File: config.mk
export PLATFORM = sky130hd
export DESIGN_NAME = spike_isi_monitor
export DESIGN_NICKNAME = d
export VERILOG_FILES = /design/src/rtl/adex_monitor_pkg.sv /design/src/rtl/isi_fifo.sv /design/src/rtl/spike_isi_monitor.sv
export SDC_FILE = /design/constraint.sdc
export NUM_CORES = 1
export LEC_CHECK = 0
export ABC_AREA = 0
export CORE_MARGIN = 3
export CORE_UTILIZATION = 54
export CTS_CLUSTER_DIAMETER = 40
export DETAILED_ROUTE_END_ITERATION = 12
export PLACE_DENSITY = 0.74
export SYNTH_ARGS = -nofsm -noshare
export SYNTH_HDL_FRONTEND = slang
export SYNTH_SLANG_ARGS = --single-unit
File: constraint.sdc
create_clock -name clk -period 3.6 [get_ports clk]
set_input_delay 0.72 -clock clk [delete_from_list [all_inputs] [get_ports clk]]
set_output_delay 0.72 -clock clk [all_outputs]
set_load 0.02 [all_outputs]
File: src/rtl/adex_monitor_pkg.sv
// rtl/adex_monitor_pkg.sv - shared widths, arm-state encoding and saturating increment
// Purpose: common definitions for the spike ISI monitor slice.
// Contents: ISI_W_D / RATE_W_D default widths, arm_state_t (ST_IDLE/ST_RUN),
//           sat_inc() saturating increment helper.
package adex_monitor_pkg;

  localparam int ISI_W_D  = 16;
  localparam int RATE_W_D = 8;

  // ST_IDLE: no spike seen since reset; ST_RUN: measurement armed.
  typedef enum logic {
    ST_IDLE = 1'b0,
    ST_RUN  = 1'b1
  } arm_state_t;

  // Increment that sticks at max_value; callers pass their own all-ones limit.
  function automatic logic [31:0] sat_inc(input logic [31:0] value,
                                          input logic [31:0] max_value);
    return (value >= max_value) ? max_value : value + 32'd1;
  endfunction

endpackage

File: src/rtl/isi_fifo.sv
// rtl/isi_fifo.sv - small show-ahead FIFO holding measured intervals
// Purpose: circular buffer with registered pointers and occupancy.
// Ports: clk, rst_n (sync, active-low), push/push_data, pop,
//        full, empty, count (occupancy), head (oldest entry, valid when !empty).
// The parent only pushes when !full (or together with a pop) and only pops
// when !empty; drop policy and overflow tracking live in the parent.
module isi_fifo #(
  parameter int WIDTH = 16,
  parameter int DEPTH = 4
) (
  input  logic                     clk,
  input  logic                     rst_n,
  input  logic                     push,
  input  logic [WIDTH-1:0]         push_data,
  input  logic                     pop,
  output logic                     full,
  output logic                     empty,
  output logic [$clog2(DEPTH):0]   count,
  output logic [WIDTH-1:0]         head
);

  localparam int AW = $clog2(DEPTH);

  logic [WIDTH-1:0] mem [DEPTH];
  logic [AW-1:0]    wr_ptr;
  logic [AW-1:0]    rd_ptr;
  logic [AW:0]      cnt;

  // Storage needs no reset: head is only meaningful while cnt != 0.
  always_ff @(posedge clk) begin
    if (push) begin
      mem[wr_ptr] <= push_data;
    end
  end

  // DEPTH is a power of two, so plain pointer overflow gives the wrap.
  always_ff @(posedge clk) begin
    if (!rst_n) begin
      wr_ptr <= '0;
      rd_ptr <= '0;
      cnt    <= '0;
    end else begin
      if (push) wr_ptr <= wr_ptr + 1'b1;
      if (pop)  rd_ptr <= rd_ptr + 1'b1;
      case ({push, pop})
        2'b10:   cnt <= cnt + 1'b1;
        2'b01:   cnt <= cnt - 1'b1;
        default: cnt <= cnt;
      endcase
    end
  end

  assign full  = (cnt == (AW+1)'(DEPTH));
  assign empty = (cnt == '0);
  assign count = cnt;
  assign head  = mem[rd_ptr];

endmodule

File: src/rtl/spike_isi_monitor.sv
// rtl/spike_isi_monitor.sv - inter-spike interval and windowed rate monitor
// Purpose: measures intervals between spike pulses in enabled cycles, queues
//          them for readout, and counts spikes per fixed window.
// Ports: clk, rst_n (sync, active-low), en, spike_in,
//        isi_valid/isi_ready/isi_data (show-ahead read port), fifo_count,
//        overflow (sticky drop flag), rate_out/rate_valid, burst_det.
// Optional: define SPIKE_ISI_BURST_EN to build the short-interval burst flag;
//           otherwise burst_det is constant 0.
module spike_isi_monitor
  import adex_monitor_pkg::*;
#(
  parameter int ISI_W      = ISI_W_D,
  parameter int FIFO_DEPTH = 4,
  parameter int WIN_CYCLES = 1024,
  parameter int RATE_W     = RATE_W_D,
  parameter int BURST_THR  = 8
) (
  input  logic                        clk,
  input  logic                        rst_n,
  input  logic                        en,
  input  logic                        spike_in,
  output logic                        isi_valid,
  input  logic                        isi_ready,
  output logic [ISI_W-1:0]            isi_data,
  output logic [$clog2(FIFO_DEPTH):0] fifo_count,
  output logic                        overflow,
  output logic [RATE_W-1:0]           rate_out,
  output logic                        rate_valid,
  output logic                        burst_det
);

  localparam int WIN_W = $clog2(WIN_CYCLES);

  if ((FIFO_DEPTH < 2) || ((FIFO_DEPTH & (FIFO_DEPTH - 1)) != 0)) begin : g_bad_depth
    $error("FIFO_DEPTH must be a power of two and at least 2");
  end
  if (WIN_CYCLES < 2) begin : g_bad_win
    $error("WIN_CYCLES must be at least 2");
  end
  if (BURST_THR < 0) begin : g_bad_thr
    $error("BURST_THR must be non-negative");
  end

  arm_state_t        state;
  logic [ISI_W-1:0]  isi_cnt;
  logic [ISI_W-1:0]  isi_inc;
  logic [WIN_W-1:0]  win_cnt;
  logic [RATE_W-1:0] spk_cnt;
  logic [RATE_W-1:0] spk_next;
  logic              win_last;

  logic              push_req;
  logic              fifo_push;
  logic              fifo_pop;
  logic              fifo_full;
  logic              fifo_empty;
  logic [ISI_W-1:0]  fifo_head;

  assign isi_inc  = ISI_W'(sat_inc(32'(isi_cnt), 32'({ISI_W{1'b1}})));
  assign spk_next = spike_in ? RATE_W'(sat_inc(32'(spk_cnt), 32'({RATE_W{1'b1}})))
                             : spk_cnt;
  assign win_last = (win_cnt == WIN_W'(WIN_CYCLES - 1));

  // A completed interval exists only once armed; the first spike just arms.
  assign push_req  = en && spike_in && (state == ST_RUN);
  assign fifo_pop  = isi_valid && isi_ready;
  // A simultaneous pop frees a slot, so a full FIFO still accepts the push.
  assign fifo_push = push_req && (!fifo_full || fifo_pop);

  isi_fifo #(
    .WIDTH (ISI_W),
    .DEPTH (FIFO_DEPTH)
  ) u_fifo (
    .clk       (clk),
    .rst_n     (rst_n),
    .push      (fifo_push),
    .push_data (isi_inc),
    .pop       (fifo_pop),
    .full      (fifo_full),
    .empty     (fifo_empty),
    .count     (fifo_count),
    .head      (fifo_head)
  );

  assign isi_valid = !fifo_empty;
  assign isi_data  = fifo_empty ? '0 : fifo_head;

  always_ff @(posedge clk) begin
    if (!rst_n) begin
      state      <= ST_IDLE;
      isi_cnt    <= '0;
      win_cnt    <= '0;
      spk_cnt    <= '0;
      rate_out   <= '0;
      rate_valid <= 1'b0;
      overflow   <= 1'b0;
    end else begin
      rate_valid <= 1'b0;
      if (push_req && fifo_full && !fifo_pop) begin
        overflow <= 1'b1;
      end
      if (en) begin
        if (spike_in) begin
          isi_cnt <= '0;
          state   <= ST_RUN;
        end else begin
          isi_cnt <= isi_inc;
        end

        if (win_last) begin
          win_cnt    <= '0;
          rate_out   <= spk_next;
          rate_valid <= 1'b1;
          spk_cnt    <= '0;
        end else begin
          win_cnt <= win_cnt + 1'b1;
          spk_cnt <= spk_next;
        end
      end
    end
  end

`ifdef SPIKE_ISI_BURST_EN
  // Judged on the interval itself, before the FIFO, so drops do not hide it.
  always_ff @(posedge clk) begin
    if (!rst_n) begin
      burst_det <= 1'b0;
    end else begin
      burst_det <= push_req && (32'(isi_inc) < 32'(BURST_THR));
    end
  end
`else
  assign burst_det = 1'b0;
`endif

endmodule

After elaboration in Yosys (flattened, before gate mapping)
Memory sizes are Yosys's and may differ from the RTL's. A register that Yosys moved wholly into a read port is not among the register bits. Cells that the tools add are included.

Output and inout port bits: 31. Memories kept: 1. Bits in read-only memories: 0. Flip-flop bits (word level): 52. RAM bits: 64. Latch bits: 0.

Shifts and indexed selects: 0. Reduce and logical (&&, ||, !) cells: 15. Mux-type cells: 13. Bitwise gates (word level): 0. $add $sub $neg: 7. $lt $le $gt $ge: 2. Equal/unequal tests: 4. Multiply operators: 0. Div/mod/pow operators: 0.

Memories: u_fifo.mem (depth 4, width 16, rd ports 1, clocked after Yosys merged registers in 1, wr ports 1, RTL line isi_fifo.sv:24) `logic [WIDTH-1:0] mem [DEPTH];`.

Operators by type and width (number): 2-to-1 mux 16 bit (3); 2-to-1 mux 8 bit (3); adder 16 x 1 -> 16 bit, second input constant (1); greater-or-equal comparator 16 bit, second input constant (1); adder 10 x 1 -> 10 bit, second input constant (1); == test 10 bit, second input constant (1); 2-to-1 mux 10 bit (1); adder 8 x 1 -> 8 bit, second input constant (1); greater-or-equal comparator 8 bit, second input constant (1); logical AND 1 bit (6); one-hot mux 3 bit (2 select lines) (1); AND reduction 2 bit (3); adder 2 x 1 -> 2 bit, second input constant (2); 2-to-1 mux 2 bit (2); adder 3 x 1 -> 3 bit, second input constant (1); == test 3 bit, second input constant (1); logical NOT 1 bit (3); logical NOT 3 bit (1); 2-to-1 mux 1 bit (3); subtractor 3 x 1 -> 3 bit, second input constant (1); == test 2 x 1 -> 1 bit, second input constant (1); == test 2 bit, second input constant (1); nonzero test 2 bit (1); logical OR 1 bit (1).

Depth between registers and ports, before layout
Word-level depth: 7. Mapped depth: 11.

Hierarchy
From an unflattened synthesis, not the netlist that was laid out.

Cells, all modules: 449. Area total of the unflattened synthesis: 5382.7 sq um.

Modules (own cells, without submodules): isi_fifo (seq. area each 2102.0 sq um, area an instance 2796.4 sq um, cells an instance 130, times used 1); spike_isi_monitor (seq. area each 900.9 sq um, area an instance 2586.2 sq um, cells an instance 319, times used 1).

Least setup slack after synthesis
No wires, ideal clock.

Path kind: input port to flip-flop. Start point: input port isi_ready. End point: register u_fifo.cnt[2] (netlist: u_fifo.count[2]). Stages on the path: 10. Arrival: 2.694 ns. Setup time: 0.071 ns. Slack: 0.835 ns. Path buffers: 1. Cell sequence: or4b_1 > nor2b_1 > clkbuf_1 > inv_1 > ha_1 > inv_1 > fa_1 > xor2_1 > or3_1 > a21oi_1.

Word-level cells in the longest chain between the ends: 5. Elaborated cells on any way between the ends: 7. Classes of those cells: eq/ne (2); mux (1); reduce/logical (4).

Ends and longest elaborated chain: start, declared (RTL line spike_isi_monitor.sv:23) `input logic isi_ready,`; logical AND 1 bit * (RTL line spike_isi_monitor.sv:66) `assign fifo_pop = isi_valid && isi_ready;`; logical OR 1 bit (RTL line spike_isi_monitor.sv:68) `assign fifo_push = push_req && (!fifo_full || fifo_pop);`; logical AND 1 bit (RTL line spike_isi_monitor.sv:68); == test 2 x 1 -> 1 bit / == test 2 bit (equally long branches) (RTL line isi_fifo.sv:45) `case ({push, pop})`; one-hot mux 3 bit (2 select lines) / nonzero test 2 bit (equally long branches); end signal, assigned (RTL line isi_fifo.sv:46) `2'b10: cnt <= cnt + 1'b1;`; end signal, assigned (RTL line isi_fifo.sv:47) `2'b01: cnt <= cnt - 1'b1;`; end signal, assigned (RTL line isi_fifo.sv:48) `default: cnt <= cnt;`; end, declared (RTL line isi_fifo.sv:27) `logic [AW:0] cnt;`.

Every way passes the cells marked *; elsewhere a longest branch is shown, timed or not. A chain may end at the register's enable or synchronous reset.

==> out/results.ini <==
[clocking]
clk_pin_slew_ps=60
cts.path.max_buffers=2
cts.sinks=118
cts_tree=yes
ctsHoldBuffers=0
cts_resized=0
numCtsBuffers=17
worstSkewPairLatency_ps=500
cts_root_buf=clkbuf_8
cts_setup_buffers=0
h-tree-depth=4

[detailed_routing]
post_drt_wl_per_cell_um=16.4
drt-vias-per-instance=5.71
antenna_left=0
drtIter0Drc=270
wirelength_um=10300
drc_errors=0
drtPass1Iterations=5
vias=3590

[floorplan]
core_sq_mm=0.00937
die_height_um=105
num_rows=35
start_util_pct=56.4
die-area_sq_mm=0.0110
die_w_um=105
ios=36

[hold_path]
hold_path.class=reg2reg

[synthesis]
async_flop_share_pct=0
syn_avg_cell_area_sq_um=11.7
synth_cell_types=55
synth_top_area_share_pct=36.3
synth_top_area_cell=edfxtp_1
syn_nets=466
ys_ff_latch=118
synth-main-ff-cell=edfxtp_1
ys_seq_area_share_pct=56.8
ys_warn_count=0
synth.area.top_cells=edfxtp_1 (36%), dfxtp_1 (20%), mux4_2 (6.8%)
syn_inst=452
synth-edff-count=64
netlist_area_sq_mm=0.00529

[sta]
finalSetupViolations=0
fin_crit_ps=3130
hold_violations=0
max_slew_margin_pct=43.8
fin_skew_ps=10.8
fin_tns_setup_ps=0
slew_violations=0
fmax_mhz=320
rsz0062_at_grt=no
worstMarginPinSlew_ps=843
period_share_pct=86.9

[worst_setup_path]
worst-r2r-setup-slack_ps=1100
cp-start-kind=flop
critPathCapture=isi_data[7]
r2r_cells=5
critPathKind=reg2out
crit_arrival_ps=2410
rr_startpoint=isi_cnt[0]$_SDFFE_PN0P_
r2r-end=u_fifo.mem[2][9]$_DFFE_PP_
endpoint_kind=output port
critPathRequiredTime_ps=2880
crit_fanout=11

[final_layout]
fillers=694
fin_nets=501
layout-drive-gt1-share_pct=13.6
syn2layout_area_growth_pct=19.7
fin_cells=629
final_area_sq_mm=0.00633
antenna_cells=0

[global_routing]
grt_pass1_wl_um=17500
grt_max_degree=29
grt_pass1_vias=3594
grt-ovfl-total=0
antenna_found_initial=0
track_usage_pct=19.9

[placed_design]
io_buffers=34
dpl.hpwl_um=6910
place_inst=597
globalplace.congestion=0.862
placed_area_sq_mm=0.00574

[status]
outcome=completed

[power_and_ir_drop]
power.density_mw_per_mm2=517
vdd_drop_max_mv=0.361
power_leakage_nw=2.15
finalPower_mw=3.27

[run]
drv_cap=0

-- how the worst min path moves through the flow --
stage / start / cells past startpoint / end
floorplan: state$_SDFFE_PN0N_ / 1 / state$_SDFFE_PN0N_
global placement: overflow$_SDFFE_PN0P_ / 1 / overflow$_SDFFE_PN0P_
detailed placement: rate_out[6]$_SDFFE_PN0P_ / 1 / rate_out[6]$_SDFFE_PN0P_
CTS: rate_out[6]$_SDFFE_PN0P_ / 1 / rate_out[6]$_SDFFE_PN0P_
global route: rate_out[6]$_SDFFE_PN0P_ / 1 / rate_out[6]$_SDFFE_PN0P_
finish: rate_out[6]$_SDFFE_PN0P_ / 1 / rate_out[6]$_SDFFE_PN0P_
-- critical path, stage by stage (launching register included) --
cell and delay [ps]:
dfxtp_1 670, buf_4 260, mux4_2 290, and2_1 170, clkdlybuf4s50_1 530
-- kinds of logic (layout without fill, tap and decap cells) --
group           Yosys count  count (layout)  synth area share, %
compound gates           76              76                 9.28
xor+xnor                 23              23                 3.81
fa+ha+maj                 9               9                 2.27
buf+inv                  39              87                 3.12
flops                   118             118                 56.8
mux                      21              21                 7.79
other cells               1               1               0.0709
simple gates            165             165                 16.9
-- placed cells by master (no fill, tap or decap), types with 6 or more instances in the layout --
cell type        synthesis  layout
a21oi_1                 16      16
a31oi_1                 11      11
and2_1                  23      23
and3_1                   9       9
buf_4                    1       9
clkbuf_16                0      16
clkdlybuf4s50_1          0      34
dfxtp_1                 54      54
edfxtp_1                64      64
ha_1                     8       8
inv_1                   11      11
mux4_2                  16      16
nand2_1                 33      33
nand3_1                 17      17
nand4_1                  8       8
nor2_1                  33      33
nor3_1                  12      12
nor4_1                   7       7
o21ai_0                 19      19
or3_1                    6       6
xnor2_1                 13      13
xor2_1                  10      10
-- state kept, by name (all words and copies together), names as in the netlist, named ones only --
signal	flops
isi_cnt	16
overflow	1
rate_out	8
rate_valid	1
spk_cnt	8
state	1
u_fifo.count	3
u_fifo.mem	64
u_fifo.rd_ptr	2
u_fifo.wr_ptr	2
win_cnt	10
-- power breakdown --
part | leakage (nW) | internal, mW | switching, mW
sequential | 0.990 | 1.42 | 0.0101
clock | 0.282 | 1.06 | 0.601
combinational | 0.877 | 0.0851 | 0.0977
-- metrics by stage --
| step | setup WS [ps] | hold slack, ps | util, % |
|---|---|---|---|
| 2_1_floorplan | 835 | 441 | - |
| 5_1_grt | 318 | 486 | 67.5 |
| 4_1_cts | 422 | 470 | 67.5 |
| 3_3_place_gp | 501 | 453 | 61.2 |
| 6_report | 470 | 471 | 67.5 |
| 3_5_place_dp | 378 | 450 | 61.2 |
-- cell type report --
class                           count  area, sq um  share of cell area (%)
Timing Repair Buffer               43          408                    6.44
Sequential cell                   118         3000                    47.4
Tap cell                          129          161                    2.55
Multi-Input combinational cell    295         2120                    33.5
Clock inverter                     15          179                    2.83
Clock buffer                       17          414                    6.54
Inverter                           12         45.0                   0.712
-- routing by layer --
| metal | track usage (%) | wire length (um) |
|---|---|---|
| met2 | 33.5 | 5260 |
| met1 | 24.2 | 4480 |
| met3 | 5.68 | 440 |
| met4 | 7.50 | 156 |
| met5 | 0 | 0 |
-- Yosys cell counts, types with 2 or more instances --
cell / number
ha_1: 8
buf_2: 11
nand4_1: 8
nand3_1: 17
or3_1: 6
or4_1: 2
and2_1: 23
dfxtp_1: 54
a21oi_1: 16
o31ai_1: 5
o21ai_0: 19
mux4_2: 16
edfxtp_1: 64
nand2_1: 33
nor4_2: 2
nor2_1: 33
xnor2_1: 13
nor4_1: 7
o2bb2ai_1: 3
xor2_1: 10
inv_1: 11
mux2i_1: 4
and3_1: 9
a21boi_0: 2
a311oi_1: 2
o21a_1: 3
nand2b_1: 2
nand3_2: 3
nor3_1: 12
clkbuf_1: 14
a211oi_1: 2
a31oi_1: 11
a22o_1: 5
Note: power is estimated with default switching activity, not from simulation.
